==> src/rtl/mem_commit_stage.sv <==
// Memory/commit pipeline stage: holds one instruction, commits its store once on fire,
// resolves exception flags into LoongArch ecode/badv and raises exception/ERTN flushes.
module mem_commit_stage #(
  parameter logic [31:0] RESET_PC = 32'h1c000000,
  parameter int unsigned ECODE_W  = 6
) (
  input  logic               clk,
  input  logic               reset,
  input  logic               es_to_ms_valid,
  output logic               ms_allow_in,
  input  logic               ws_allow_in,
  input  logic [31:0]        es_pc,
  input  logic [3:0]         es_rf_we,
  input  logic [4:0]         es_rf_waddr,
  input  logic [31:0]        es_rf_wdata,
  input  logic [3:0]         es_csr_we,
  input  logic [13:0]        es_csr_num,
  input  logic [31:0]        es_csr_wdata,
  input  logic [31:0]        es_csr_wmask,
  input  logic [31:0]        es_sram_addr,
  input  logic [31:0]        es_sram_wdata,
  input  logic [3:0]         es_store_strb,
  input  logic               es_ertn,
  input  logic [6:0]         es_excp,
  output logic [3:0]         data_sram_we,
  output logic [31:0]        data_sram_addr,
  output logic [31:0]        data_sram_wdata,
  output logic               ms_fwd_valid,
  output logic [4:0]         ms_fwd_waddr,
  output logic [31:0]        ms_fwd_wdata,
  output logic               ms_to_ws_valid,
  output logic [31:0]        ws_pc,
  output logic [3:0]         ws_rf_we,
  output logic [4:0]         ws_rf_waddr,
  output logic [31:0]        ws_rf_wdata,
  output logic [3:0]         ws_csr_we,
  output logic [13:0]        ws_csr_num,
  output logic [31:0]        ws_csr_wdata,
  output logic [31:0]        ws_csr_wmask,
  output logic               excp_flush,
  output logic               ertn_flush,
  output logic [ECODE_W-1:0] excp_ecode,
  output logic [8:0]         excp_esubcode,
  output logic [31:0]        excp_era,
  output logic [31:0]        excp_badv,
  output logic               excp_badv_we
);

  typedef enum logic [0:0] {StRun, StFlush} state_e;

  localparam logic [ECODE_W-1:0] EcodeInt  = ECODE_W'(6'h00);
  localparam logic [ECODE_W-1:0] EcodeAdef = ECODE_W'(6'h08);
  localparam logic [ECODE_W-1:0] EcodeIne  = ECODE_W'(6'h0D);
  localparam logic [ECODE_W-1:0] EcodeIpe  = ECODE_W'(6'h0E);
  localparam logic [ECODE_W-1:0] EcodeSys  = ECODE_W'(6'h0B);
  localparam logic [ECODE_W-1:0] EcodeBrk  = ECODE_W'(6'h0C);
  localparam logic [ECODE_W-1:0] EcodeAle  = ECODE_W'(6'h09);

  state_e state_q, state_d;
  logic        ms_valid_q, ms_valid_d;
  logic [31:0] pc_q, pc_d, rf_wdata_q, rf_wdata_d, csr_wdata_q, csr_wdata_d;
  logic [31:0] csr_wmask_q, csr_wmask_d, addr_q, addr_d, st_data_q, st_data_d;
  logic [3:0]  rf_we_q, rf_we_d, csr_we_q, csr_we_d, strb_q, strb_d;
  logic [4:0]  rf_waddr_q, rf_waddr_d;
  logic [13:0] csr_num_q, csr_num_d;
  logic        ertn_q, ertn_d;
  logic [6:0]  excp_q, excp_d;

  logic        ws_valid_q, ws_valid_d;
  logic [31:0] ws_pc_q, ws_pc_d, ws_rf_wdata_q, ws_rf_wdata_d;
  logic [31:0] ws_csr_wdata_q, ws_csr_wdata_d, ws_csr_wmask_q, ws_csr_wmask_d;
  logic [3:0]  ws_rf_we_q, ws_rf_we_d, ws_csr_we_q, ws_csr_we_d;
  logic [4:0]  ws_rf_waddr_q, ws_rf_waddr_d;
  logic [13:0] ws_csr_num_q, ws_csr_num_d;

  logic fire, excp_any, flush_any, accept;

  always_comb begin
    ms_allow_in = (state_q == StFlush) | ~ms_valid_q | ws_allow_in;
    fire        = ms_valid_q & ws_allow_in;
    excp_any    = |excp_q;
    excp_flush  = fire & excp_any;
    ertn_flush  = fire & ertn_q & ~excp_any;
    flush_any   = excp_flush | ertn_flush;
    // Nothing enters while flushing; the younger instruction is discarded.
    accept      = es_to_ms_valid & ms_allow_in & (state_q == StRun) & ~flush_any;
  end

  always_comb begin
    state_d = state_q;
    unique case (state_q)
      StRun:   if (flush_any) state_d = StFlush;
      StFlush: state_d = StRun;
      default: state_d = StRun;
    endcase

    ms_valid_d = ms_valid_q;
    if ((state_q == StFlush) || flush_any) ms_valid_d = 1'b0;
    else if (ms_allow_in)                  ms_valid_d = es_to_ms_valid;

    pc_d        = accept ? es_pc         : pc_q;
    rf_we_d     = accept ? es_rf_we      : rf_we_q;
    rf_waddr_d  = accept ? es_rf_waddr   : rf_waddr_q;
    rf_wdata_d  = accept ? es_rf_wdata   : rf_wdata_q;
    csr_we_d    = accept ? es_csr_we     : csr_we_q;
    csr_num_d   = accept ? es_csr_num    : csr_num_q;
    csr_wdata_d = accept ? es_csr_wdata  : csr_wdata_q;
    csr_wmask_d = accept ? es_csr_wmask  : csr_wmask_q;
    addr_d      = accept ? es_sram_addr  : addr_q;
    st_data_d   = accept ? es_sram_wdata : st_data_q;
    strb_d      = accept ? es_store_strb : strb_q;
    ertn_d      = accept ? es_ertn       : ertn_q;
    excp_d      = accept ? es_excp       : excp_q;
  end

  always_comb begin
    ws_valid_d     = ws_valid_q;
    ws_pc_d        = ws_pc_q;
    ws_rf_we_d     = ws_rf_we_q;
    ws_rf_waddr_d  = ws_rf_waddr_q;
    ws_rf_wdata_d  = ws_rf_wdata_q;
    ws_csr_we_d    = ws_csr_we_q;
    ws_csr_num_d   = ws_csr_num_q;
    ws_csr_wdata_d = ws_csr_wdata_q;
    ws_csr_wmask_d = ws_csr_wmask_q;
    if (fire) begin
      // ERTN still reaches writeback (with no writes); an exception does not.
      ws_valid_d     = ~excp_any;
      ws_pc_d        = pc_q;
      ws_rf_we_d     = (excp_any | ertn_q) ? 4'h0 : rf_we_q;
      ws_rf_waddr_d  = rf_waddr_q;
      ws_rf_wdata_d  = rf_wdata_q;
      ws_csr_we_d    = (excp_any | ertn_q) ? 4'h0 : csr_we_q;
      ws_csr_num_d   = csr_num_q;
      ws_csr_wdata_d = csr_wdata_q;
      ws_csr_wmask_d = csr_wmask_q;
    end else if (ws_allow_in) begin
      ws_valid_d = 1'b0;
    end
  end

  always_comb begin
    excp_ecode    = '0;
    excp_esubcode = '0;
    excp_era      = '0;
    excp_badv     = '0;
    excp_badv_we  = 1'b0;
    if (excp_flush) begin
      if      (excp_q[6]) excp_ecode = EcodeInt;
      else if (excp_q[5]) excp_ecode = EcodeAdef;
      else if (excp_q[4]) excp_ecode = EcodeIne;
      else if (excp_q[3]) excp_ecode = EcodeIpe;
      else if (excp_q[2]) excp_ecode = EcodeSys;
      else if (excp_q[1]) excp_ecode = EcodeBrk;
      else                excp_ecode = EcodeAle;
      excp_era     = pc_q;
      excp_badv_we = excp_q[5] | excp_q[0];
      if      (excp_q[5]) excp_badv = pc_q;
      else if (excp_q[0]) excp_badv = addr_q;
    end
  end

  always_comb begin
    data_sram_we    = (fire & ~excp_any & ~ertn_q) ? strb_q : 4'h0;
    data_sram_addr  = ms_valid_q ? addr_q : 32'h0;
    data_sram_wdata = ms_valid_q ? st_data_q : 32'h0;
    ms_fwd_valid    = ms_valid_q & (|rf_we_q) & (rf_waddr_q != 5'd0) & ~excp_any;
    ms_fwd_waddr    = ms_valid_q ? rf_waddr_q : 5'd0;
    ms_fwd_wdata    = ms_valid_q ? rf_wdata_q : 32'h0;
  end

  always_ff @(posedge clk) begin
    if (reset) begin
      state_q        <= StRun;
      ms_valid_q     <= 1'b0;
      pc_q           <= '0;
      rf_we_q        <= '0;
      rf_waddr_q     <= '0;
      rf_wdata_q     <= '0;
      csr_we_q       <= '0;
      csr_num_q      <= '0;
      csr_wdata_q    <= '0;
      csr_wmask_q    <= '0;
      addr_q         <= '0;
      st_data_q      <= '0;
      strb_q         <= '0;
      ertn_q         <= 1'b0;
      excp_q         <= '0;
      ws_valid_q     <= 1'b0;
      ws_pc_q        <= RESET_PC;
      ws_rf_we_q     <= '0;
      ws_rf_waddr_q  <= '0;
      ws_rf_wdata_q  <= '0;
      ws_csr_we_q    <= '0;
      ws_csr_num_q   <= '0;
      ws_csr_wdata_q <= '0;
      ws_csr_wmask_q <= '0;
    end else begin
      state_q        <= state_d;
      ms_valid_q     <= ms_valid_d;
      pc_q           <= pc_d;
      rf_we_q        <= rf_we_d;
      rf_waddr_q     <= rf_waddr_d;
      rf_wdata_q     <= rf_wdata_d;
      csr_we_q       <= csr_we_d;
      csr_num_q      <= csr_num_d;
      csr_wdata_q    <= csr_wdata_d;
      csr_wmask_q    <= csr_wmask_d;
      addr_q         <= addr_d;
      st_data_q      <= st_data_d;
      strb_q         <= strb_d;
      ertn_q         <= ertn_d;
      excp_q         <= excp_d;
      ws_valid_q     <= ws_valid_d;
      ws_pc_q        <= ws_pc_d;
      ws_rf_we_q     <= ws_rf_we_d;
      ws_rf_waddr_q  <= ws_rf_waddr_d;
      ws_rf_wdata_q  <= ws_rf_wdata_d;
      ws_csr_we_q    <= ws_csr_we_d;
      ws_csr_num_q   <= ws_csr_num_d;
      ws_csr_wdata_q <= ws_csr_wdata_d;
      ws_csr_wmask_q <= ws_csr_wmask_d;
    end
  end

  assign ms_to_ws_valid = ws_valid_q;
  assign ws_pc          = ws_pc_q;
  assign ws_rf_we       = ws_rf_we_q;
  assign ws_rf_waddr    = ws_rf_waddr_q;
  assign ws_rf_wdata    = ws_rf_wdata_q;
  assign ws_csr_we      = ws_csr_we_q;
  assign ws_csr_num     = ws_csr_num_q;
  assign ws_csr_wdata   = ws_csr_wdata_q;
  assign ws_csr_wmask   = ws_csr_wmask_q;

endmodule

==> config.mk <==
export PLATFORM = sky130hd
export DESIGN_NAME = mem_commit_stage
export DESIGN_NICKNAME = d
export VERILOG_FILES = /design/src/rtl/mem_commit_stage.sv
export SDC_FILE = /design/constraint.sdc
export NUM_CORES = 1
export LEC_CHECK = 0
export BUFFER_PORTS_ARGS = -buffer_cell sky130_fd_sc_hd__buf_2
export CAP_MARGIN = 40
export CORE_AREA = 5 5 222 224
export DETAILED_ROUTE_END_ITERATION = 7
export DIE_AREA = 0 0 227 229
export SLEW_MARGIN = 30
export SYNTH_ARGS = -nofsm -noshare
export SYNTH_HDL_FRONTEND = slang
export SYNTH_SLANG_ARGS = --single-unit
export TNS_END_PERCENT = 100
==> constraint.sdc <==
create_clock -name clk -period 2.05 [get_ports clk]
set_input_delay 0.3075 -clock clk [delete_from_list [all_inputs] [get_ports clk]]
set_output_delay 0.3075 -clock clk [all_outputs]
set_load 0.03 [all_outputs]
==> insert_results.sql, run 1 <==
INSERT INTO impl_metrics (metric_group, metric, value, unit) VALUES
('outcome', 'status', 'finished, violations left', ''),
('outcome', 'violations', 'negative setup slack', ''),
('synth', 'post_synth_inst_count', '1966', ''),
('min_path', 'hold_removal_path_class', 'in2reg', ''),
('synth', 'syn_area_per_cell', '7.88', 'um2'),
('timing', 'timing_max_transition_violations_final', '0', ''),
('placed_design', 'port_buffers', '568', ''),
('synth', 'ys_ff_latch', '389', ''),
('setup_path', 'worst-endpoint-required', '1.74', 'ns'),
('synth', 'synth_cell_types', '34', ''),
('finish', 'finish.cell_count_without_fillers', '3367', ''),
('grt', 'vias_in_the_first_global_route', '17200', ''),
('power_and_ir_drop', 'power_dens_cells', '778', 'nW/um2'),
('min_path', 'timing.hold.worst.start', 'es_excp[3]', ''),
('floorplanning', 'die_w', '227', 'um'),
('finish', 'final_non_filler_cell_area', '24900', 'um2'),
('grt', 'antenna_found_initial', '5', ''),
('timing', 'finalClockSkew', '0.0139', 'ns'),
('route', 'via_count', '18000', ''),
('floorplanning', 'core_area', '47100', 'um2'),
('timing', 'pnr_worst_setup_slack', '-0.592', 'ns'),
('timing', 'period_needed', '2.64', 'ns'),
('route', 'drc', '0', ''),
('grt', 'grt_start_max_net_pins', '116', ''),
('setup_path', 'regToRegStartpoint', 'excp_q[0]', ''),
('floorplanning', 'std_cell_rows', '80', ''),
('placed_design', 'placed_cell_area', '19200', 'um2'),
('clock_network', 'cts-root-buf', 'sky130_fd_sc_hd__clkbuf_16', ''),
('timing', 'final.hold.worst_slack', '0.0113', 'ns'),
('synth', 'syn-cell-area', '15500', 'um2'),
('clock_network', 'tritoncts', 'done', ''),
('job', 'timing.max_cap.violations', '0', ''),
('clock_network', 'cts_made_buffers', '43', ''),
('grt', 'globalRouteOverflowTotal', '0', ''),
('grt', 'global_route_wire_length_before_repair', '96500', 'um'),
('synth', 'async_set_or_reset_register_ratio_after_synthesis', '0', '%'),
('floorplanning', 'die_y', '229', 'um'),
('power_and_ir_drop', 'p_leak', '10.5', 'nW'),
('clock_network', 'htree_levels', '2', ''),
('synth', 'yosys_warnings', '0', ''),
('synth', 'yosysSeqAreaShare', '50.3', '%'),
('timing', 'tightest_slew', '0.555', 'ns'),
('clock_network', 'ctsLongestPathBuffers', '3', ''),
('synth', 'synth.top_cell.area_share', '50.3', '%'),
('timing', 'rsz0062_at_grt', 'true', ''),
('synth', 'most_used_dff_post_synth', 'sky130_fd_sc_hd__dfxtp_1', ''),
('setup_path', 'worstPathArrival', '2.33', 'ns'),
('setup_path', 'worstSetupStartpointType', 'flip-flop', ''),
('placed_design', 'post-place-ws', '-0.0544', 'ns'),
('route', 'antenna_violating_nets_post_route', '0', ''),
('synth', 'synth_top_cells_by_area', 'sky130_fd_sc_hd__dfxtp_1, sky130_fd_sc_hd__a21oi_1, sky130_fd_sc_hd__nand3_1', ''),
('setup_path', 'startpoint', 'excp_q[0]', ''),
('grt', 'grtUsageTotal', '22.9', '%'),
('route', 'wirelength', '71200', 'um'),
('clock_network', 'clock_transition_time_at_the_flip_flop_clock_pins_of_the_worst_setup_and_hold_paths', '0.06', 'ns'),
('timing', 'fmaxAchievable', '378', 'MHz'),
('floorplanning', 'die_area', '52000', 'um2'),
('finish', 'finish.net_count', '2949', ''),
('timing', 'layout_worst_path_cycle_share', '129', '%'),
('floorplanning', 'number_of_primary_i_o_pins', '580', ''),
('synth', 'synth_enable_flop_cells', '0', ''),
('timing', 'setup_tns', '-82.78', 'ns'),
('synth', 'synth_top_area_cell', 'sky130_fd_sc_hd__dfxtp_1', ''),
('setup_path', 'cp_max_fo', '33', ''),
('route', 'via_density_per_instance', '5.36', ''),
('setup_path', 'crit_path_end_kind', 'output port', ''),
('clock_network', 'clkSinkCount', '389', ''),
('setup_path', 'critical_path_class', 'reg2out', ''),
('placed_design', 'dp_hpwl', '41100', 'um'),
('timing', 'slew_headroom', '63.0', '%'),
('finish', 'flow.area_growth_from_synthesis', '60.4', '%'),
('route', 'detailedRoute.firstIterationViolations', '1495', ''),
('route', 'drt_pre_antenna_iters', '6', ''),
('placed_design', 'globalplace.congestion', '0.901', ''),
('floorplanning', 'start_util', '32.9', '%'),
('power_and_ir_drop', 'ir_drop', '0.000644', 'V'),
('placed_design', 'post-place-cells', '3023', ''),
('timing', 'final_hold_viol_count', '0', ''),
('route', 'route.detailed.wl_per_inst', '21.1', 'um'),
('finish', 'drive_gt1_share', '32.6', '%'),
('clock_network', 'clock_network_latency_to_the_later_pin_of_the_worst_skew_pair', '0.57', 'ns'),
('timing', 'finalSetupViolCount', '305', '');
registers in the layout (all words and copies together), names as in the netlist, 5 cells and up:
| register | count |
|---|---|
| st_data_q | 32 |
| ws_rf_waddr | 5 |
| csr_num_q | 14 |
| ws_csr_wmask | 32 |
| ws_pc | 32 |
| csr_wmask_q | 32 |
| addr_q | 32 |
| ws_rf_wdata | 32 |
| excp_q | 7 |
| rf_waddr_q | 5 |
| ws_csr_num | 14 |
| csr_wdata_q | 32 |
| rf_wdata_q | 32 |
| pc_q | 32 |
| ws_csr_wdata | 32 |
cells in the final DEF, fill, tap and decap left out, types with 66 or more instances in the layout:
cell / netlist / routed
sky130_fd_sc_hd__and2_1: 134 / 120
sky130_fd_sc_hd__buf_2: 19 / 483
sky130_fd_sc_hd__o21ai_0: 229 / 197
sky130_fd_sc_hd__nand2_1: 305 / 304
sky130_fd_sc_hd__a21oi_2: 0 / 66
sky130_fd_sc_hd__dlygate4sd3_1: 0 / 199
sky130_fd_sc_hd__a21oi_1: 385 / 319
sky130_fd_sc_hd__clkbuf_16: 0 / 67
sky130_fd_sc_hd__buf_6: 0 / 92
sky130_fd_sc_hd__nand3_1: 238 / 226
sky130_fd_sc_hd__dfxtp_1: 389 / 386
critical path: stages, from the launching register on:
cell,delay [ns]
sky130_fd_sc_hd__dfxtp_2,0.32
sky130_fd_sc_hd__or4_4,0.55
sky130_fd_sc_hd__nor4_4,0.23
sky130_fd_sc_hd__nor2_2,0.10
sky130_fd_sc_hd__buf_12,0.17
sky130_fd_sc_hd__and2_2,0.22
sky130_fd_sc_hd__buf_6,0.13
per-stage QoR:
step                      total power (W)  util, %
final                              0.0193     52.7
after global routing               0.0200     52.7
after CTS                          0.0190     49.9
after detailed placement           0.0107     40.8
after global placement             0.0107     40.8
after floorplan                   0.00968        -
power breakdown:
part	switching, W	internal (W)	total (W)	leakage [nW]
Combinational	0.00188	0.00139	0.00328	6.62
Clock	0.00319	0.00466	0.00784	0.718
Sequential	0.000272	0.00794	0.00822	3.18
routing by layer:
| metal | track usage, % | routed length, um | vias to the layer above |
|---|---|---|---|
| li1 | - | - | 8241 |
| met5 | 0 | 7 | - |
| met2 | 39.1 | 34000 | 954 |
| met4 | 9.57 | 3090 | 2 |
| met1 | 27.5 | 27800 | 8645 |
| met3 | 5.67 | 6340 | 197 |
what timing repair did:
item                                    4_1_cts  5_1_grt
hold endpoints to repair                    199        0
endpoints found under the setup margin      174      319
buffers inserted                              9       18
pin swaps                                    12       35
hold buffers                                199        0
resized for setup                           199      157
cloned                                        4       34
logic make-up after synthesis:
kind of cell | share of synthesized area [%]
flops | 50.3
compound gates | 22.0
other cells | 0.0242
buf+inv | 5.82
simple gates | 21.9
synthesized netlist by cell type (2+ instances only):
library cell	number
sky130_fd_sc_hd__and3_1	6
sky130_fd_sc_hd__nand3_1	238
sky130_fd_sc_hd__buf_1	13
sky130_fd_sc_hd__nand3b_1	3
sky130_fd_sc_hd__dfxtp_1	389
sky130_fd_sc_hd__inv_1	2
sky130_fd_sc_hd__nor4_1	2
sky130_fd_sc_hd__buf_2	19
sky130_fd_sc_hd__or4_1	3
sky130_fd_sc_hd__a22o_1	31
sky130_fd_sc_hd__nor2_1	9
sky130_fd_sc_hd__buf_4	21
sky130_fd_sc_hd__and2_1	134
sky130_fd_sc_hd__o21ai_0	229
sky130_fd_sc_hd__nor3_1	2
sky130_fd_sc_hd__a21oi_1	385
sky130_fd_sc_hd__clkbuf_1	158
sky130_fd_sc_hd__o21a_1	2
sky130_fd_sc_hd__nand2_1	305
final timing paths:
path	end	slack [ns]	depth (start not counted)
worst max-delay path	excp_era[30]	-0.59	6
worst min-delay path	excp_q[3]	0.01	3
worst max register to register	addr_q[22]	-0.40	10
worst min register to register	ws_csr_wdata[31]	0.44	2
area by class of cell:
cell class	count	area (um2)
clock buffer	70	1360
sequential	389	7790
tap	615	769
inverter	2	7.51
fill	4297	22300
multi-input combinational	1375	7350
timing repair buffer	903	7480
clock inverter	9	88.8
antenna	4	10.0
Power figures use the tool's default switching activity.
==> inputs of run 2 (changes only) <==
--- a/config.mk
+++ b/config.mk
@@ -7,9 +7,11 @@
 export LEC_CHECK = 0
 export BUFFER_PORTS_ARGS = -buffer_cell sky130_fd_sc_hd__buf_2
 export CAP_MARGIN = 40
-export CORE_AREA = 5 5 222 224
+export CORE_AREA = 5 5 221 223
+export CTS_BUF_LIST = sky130_fd_sc_hd__clkbuf_8
 export DETAILED_ROUTE_END_ITERATION = 7
-export DIE_AREA = 0 0 227 229
+export DIE_AREA = 0 0 226 228
+export GPL_TIMING_DRIVEN = 0
 export SLEW_MARGIN = 30
 export SYNTH_ARGS = -nofsm -noshare
 export SYNTH_HDL_FRONTEND = slang
==> constraint.sdc (replaced) <==
create_clock -name clk -period 2.8 [get_ports clk]
set_input_delay 0.42 -clock clk [delete_from_list [all_inputs] [get_ports clk]]
set_output_delay 0.42 -clock clk [all_outputs]
set_load 0.03 [all_outputs]
==> insert_results.sql, run 2 (synthesized netlist as in run 1, its figures left out) <==
INSERT INTO impl_metrics (metric_group, metric, value, unit) VALUES
('placed_design', 'placed_cell_area', '19200', 'um2'),
('timing', 'rsz0062_at_grt', 'true', ''),
('setup_path', 'worst-endpoint-required', '2.38', 'ns'),
('route', 'via_density_per_instance', '5.24', ''),
('clock_network', 'clkSinkCount', '389', ''),
('timing', 'final_hold_viol_count', '0', ''),
('placed_design', 'port_buffers', '567', ''),
('setup_path', 'startpoint', 'excp_q[2]', ''),
('setup_path', 'critical_path_class', 'reg2out', ''),
('setup_path', 'critPathMaxStageDelay', '0.55', 'ns'),
('floorplanning', 'die_y', '228', 'um'),
('placed_design', 'dp_hpwl', '54300', 'um'),
('timing', 'layout_worst_path_cycle_share', '102', '%'),
('finish', 'finish.net_count', '2948', ''),
('grt', 'grt_start_max_net_pins', '11', ''),
('grt', 'globalRouteOverflowTotal', '0', ''),
('setup_path', 'crit_top_cell', 'sky130_fd_sc_hd__buf_6', ''),
('clock_network', 'clock_transition_time_at_the_flip_flop_clock_pins_of_the_worst_setup_and_hold_paths', '0.06', 'ns'),
('clock_network', 'htree_levels', '3', ''),
('clock_network', 'cts_made_buffers', '71', ''),
('finish', 'flow.area_growth_from_synthesis', '42.0', '%'),
('power_and_ir_drop', 'ir_drop', '0.000439', 'V'),
('floorplanning', 'die_area', '51500', 'um2'),
('route', 'via_count', '17700', ''),
('outcome', 'status', 'finished, violations left', ''),
('floorplanning', 'start_util', '33.4', '%'),
('grt', 'antenna_found_initial', '8', ''),
('min_path', 'hold_removal_path_class', 'in2reg', ''),
('floorplanning', 'die_w', '226', 'um'),
('placed_design', 'post-place-ws', '-0.273', 'ns'),
('power_and_ir_drop', 'p_leak', '9.49', 'nW'),
('setup_path', 'crit_path_end_kind', 'output port', ''),
('finish', 'layout.filler_cells', '4692', ''),
('clock_network', 'tritoncts', 'done', ''),
('timing', 'timing_max_transition_violations_final', '0', ''),
('timing', 'tightest_slew', '0.754', 'ns'),
('min_path', 'hold_depth', '3', ''),
('power_and_ir_drop', 'power_dens_cells', '602', 'nW/um2'),
('timing', 'fmaxAchievable', '349', 'MHz'),
('setup_path', 'worstSetupStartpointType', 'flip-flop', ''),
('timing', 'period_needed', '2.86', 'ns'),
('route', 'wirelength', '71100', 'um'),
('route', 'route.detailed.wl_per_inst', '21.1', 'um'),
('clock_network', 'clock_network_latency_to_the_later_pin_of_the_worst_skew_pair', '0.63', 'ns'),
('floorplanning', 'std_cell_rows', '79', ''),
('finish', 'drive_gt1_share', '29.0', '%'),
('clock_network', 'cts-root-buf', 'sky130_fd_sc_hd__clkbuf_8', ''),
('setup_path', 'critical_path.cell_chain', 'or4_4 > nor4_4 > nor2_4 > buf_6 > and2_4 > buf_6', ''),
('route', 'drc', '0', ''),
('timing', 'slew_headroom', '49.7', '%'),
('outcome', 'violations', 'negative setup slack', ''),
('min_path', 'min_delay_worst_endpoint', 'pc_q[21]', ''),
('clock_network', 'ctsLongestPathBuffers', '3', ''),
('grt', 'grtUsageTotal', '26.0', '%'),
('route', 'detailedRoute.firstIterationViolations', '1349', ''),
('setup_path', 'cp_max_fo', '8', ''),
('setup_path', 'rrSetupSlack', '0.13', 'ns'),
('timing', 'pnr_worst_setup_slack', '-0.0617', 'ns'),
('setup_path', 'timing.reg2reg.worst_path_depth', '8', ''),
('job', 'timing.max_cap.violations', '0', ''),
('floorplanning', 'core_area', '46400', 'um2'),
('finish', 'final_non_filler_cell_area', '22000', 'um2'),
('route', 'drt_pre_antenna_iters', '6', ''),
('timing', 'finalClockSkew', '0.0168', 'ns'),
('timing', 'setup_tns', '-1.49', 'ns'),
('setup_path', 'crit_path_top_delay_cell', 'sky130_fd_sc_hd__or4_4', ''),
('power_and_ir_drop', 'report.power.total', '0.0133', 'W'),
('setup_path', 'worstPathArrival', '2.44', 'ns'),
('finish', 'layout_commonest_cell', 'sky130_fd_sc_hd__buf_2', ''),
('finish', 'commonest_cells_after_routing_fill_and_taps_aside', 'sky130_fd_sc_hd__buf_2, sky130_fd_sc_hd__a21oi_1, sky130_fd_sc_hd__dfxtp_1, sky130_fd_sc_hd__nand2_1, sky130_fd_sc_hd__nand3_1', ''),
('setup_path', 'regToRegStartpoint', 'excp_q[2]', ''),
('placed_design', 'globalplace.congestion', '0.955', ''),
('grt', 'vias_in_the_first_global_route', '17100', ''),
('route', 'antenna_violating_nets_post_route', '0', ''),
('timing', 'finalSetupViolCount', '33', ''),
('min_path', 'timing.hold.worst.start', 'es_pc[21]', ''),
('floorplanning', 'number_of_primary_i_o_pins', '580', ''),
('setup_path', 'reg2reg_to', 'csr_wdata_q[6]', ''),
('grt', 'global_route_wire_length_before_repair', '104000', 'um');
[run 2: area by class of cell]
type                            instances  area (um2)  share of cell area (%)
Buffer                                209         958                    4.36
Multi-Input combinational cell       1374        7020                    31.9
Timing Repair Buffer                  666        4090                    18.6
Sequential cell                       389        7800                    35.4
Inverter                                2        7.51                  0.0341
Tap cell                              607         759                    3.45
Antenna cell                            5        12.5                  0.0569
Clock buffer                           86        1180                    5.38
Clock inverter                         31         178                   0.807
[run 2: how the worst max path moves through the flow]
stage	endpoint	slack (ns)
2_1_floorplan	excp_era[22]	0.53
3_3_place_gp	excp_badv[21]	-0.80
3_5_place_dp	excp_era[2]	-0.27
4_1_cts	excp_era[4]	-0.20
5_1_grt	excp_era[29]	-0.14
6_report	excp_era[29]	-0.06
[run 2: where the power goes]
| part | internal, W | total [W] | leakage (nW) | switching, W |
|---|---|---|---|---|
| registers | 0.00582 | 0.00605 | 3.18 | 0.000227 |
| clock network | 0.00293 | 0.00529 | 0.791 | 0.00236 |
| logic | 0.000673 | 0.00192 | 5.53 | 0.00124 |
[run 2: routing by layer]
layer	share of wire [%]	global-route usage, %
met3	8.8	7.45
met2	46	42.1
met1	41	32.9
met5	0.046	0
met4	3.9	9.87
[run 2: timing repair]
item,4_1_cts,5_1_grt
resized for setup,153,39
pin swaps,4,4
cloned,3,0
setup buffers,8,3
endpoints found under the hold margin,79,0
hold buffers,79,0
endpoints found under the setup margin,145,57
[run 2: through the flow]
step / hold slack (ns) / cells / utilization, %
2_1_floorplan: 0.428 / 1976 / -
3_5_place_dp: 0.439 / 3156 / 41.4
4_1_cts: 0.0000424 / 3361 / 47.2
5_1_grt: 0.00830 / 3368 / 47.5
6_report: 0.0508 / 3369 / 47.5
3_3_place_gp: 0.435 / 3150 / 41.3
[run 2: critical path: cells and delay by family, from the launching register on]
kind | cells | cell delay [ns]
simple gates | 4 | 1.15
flops | 1 | 0.33
buf+inv | 2 | 0.32
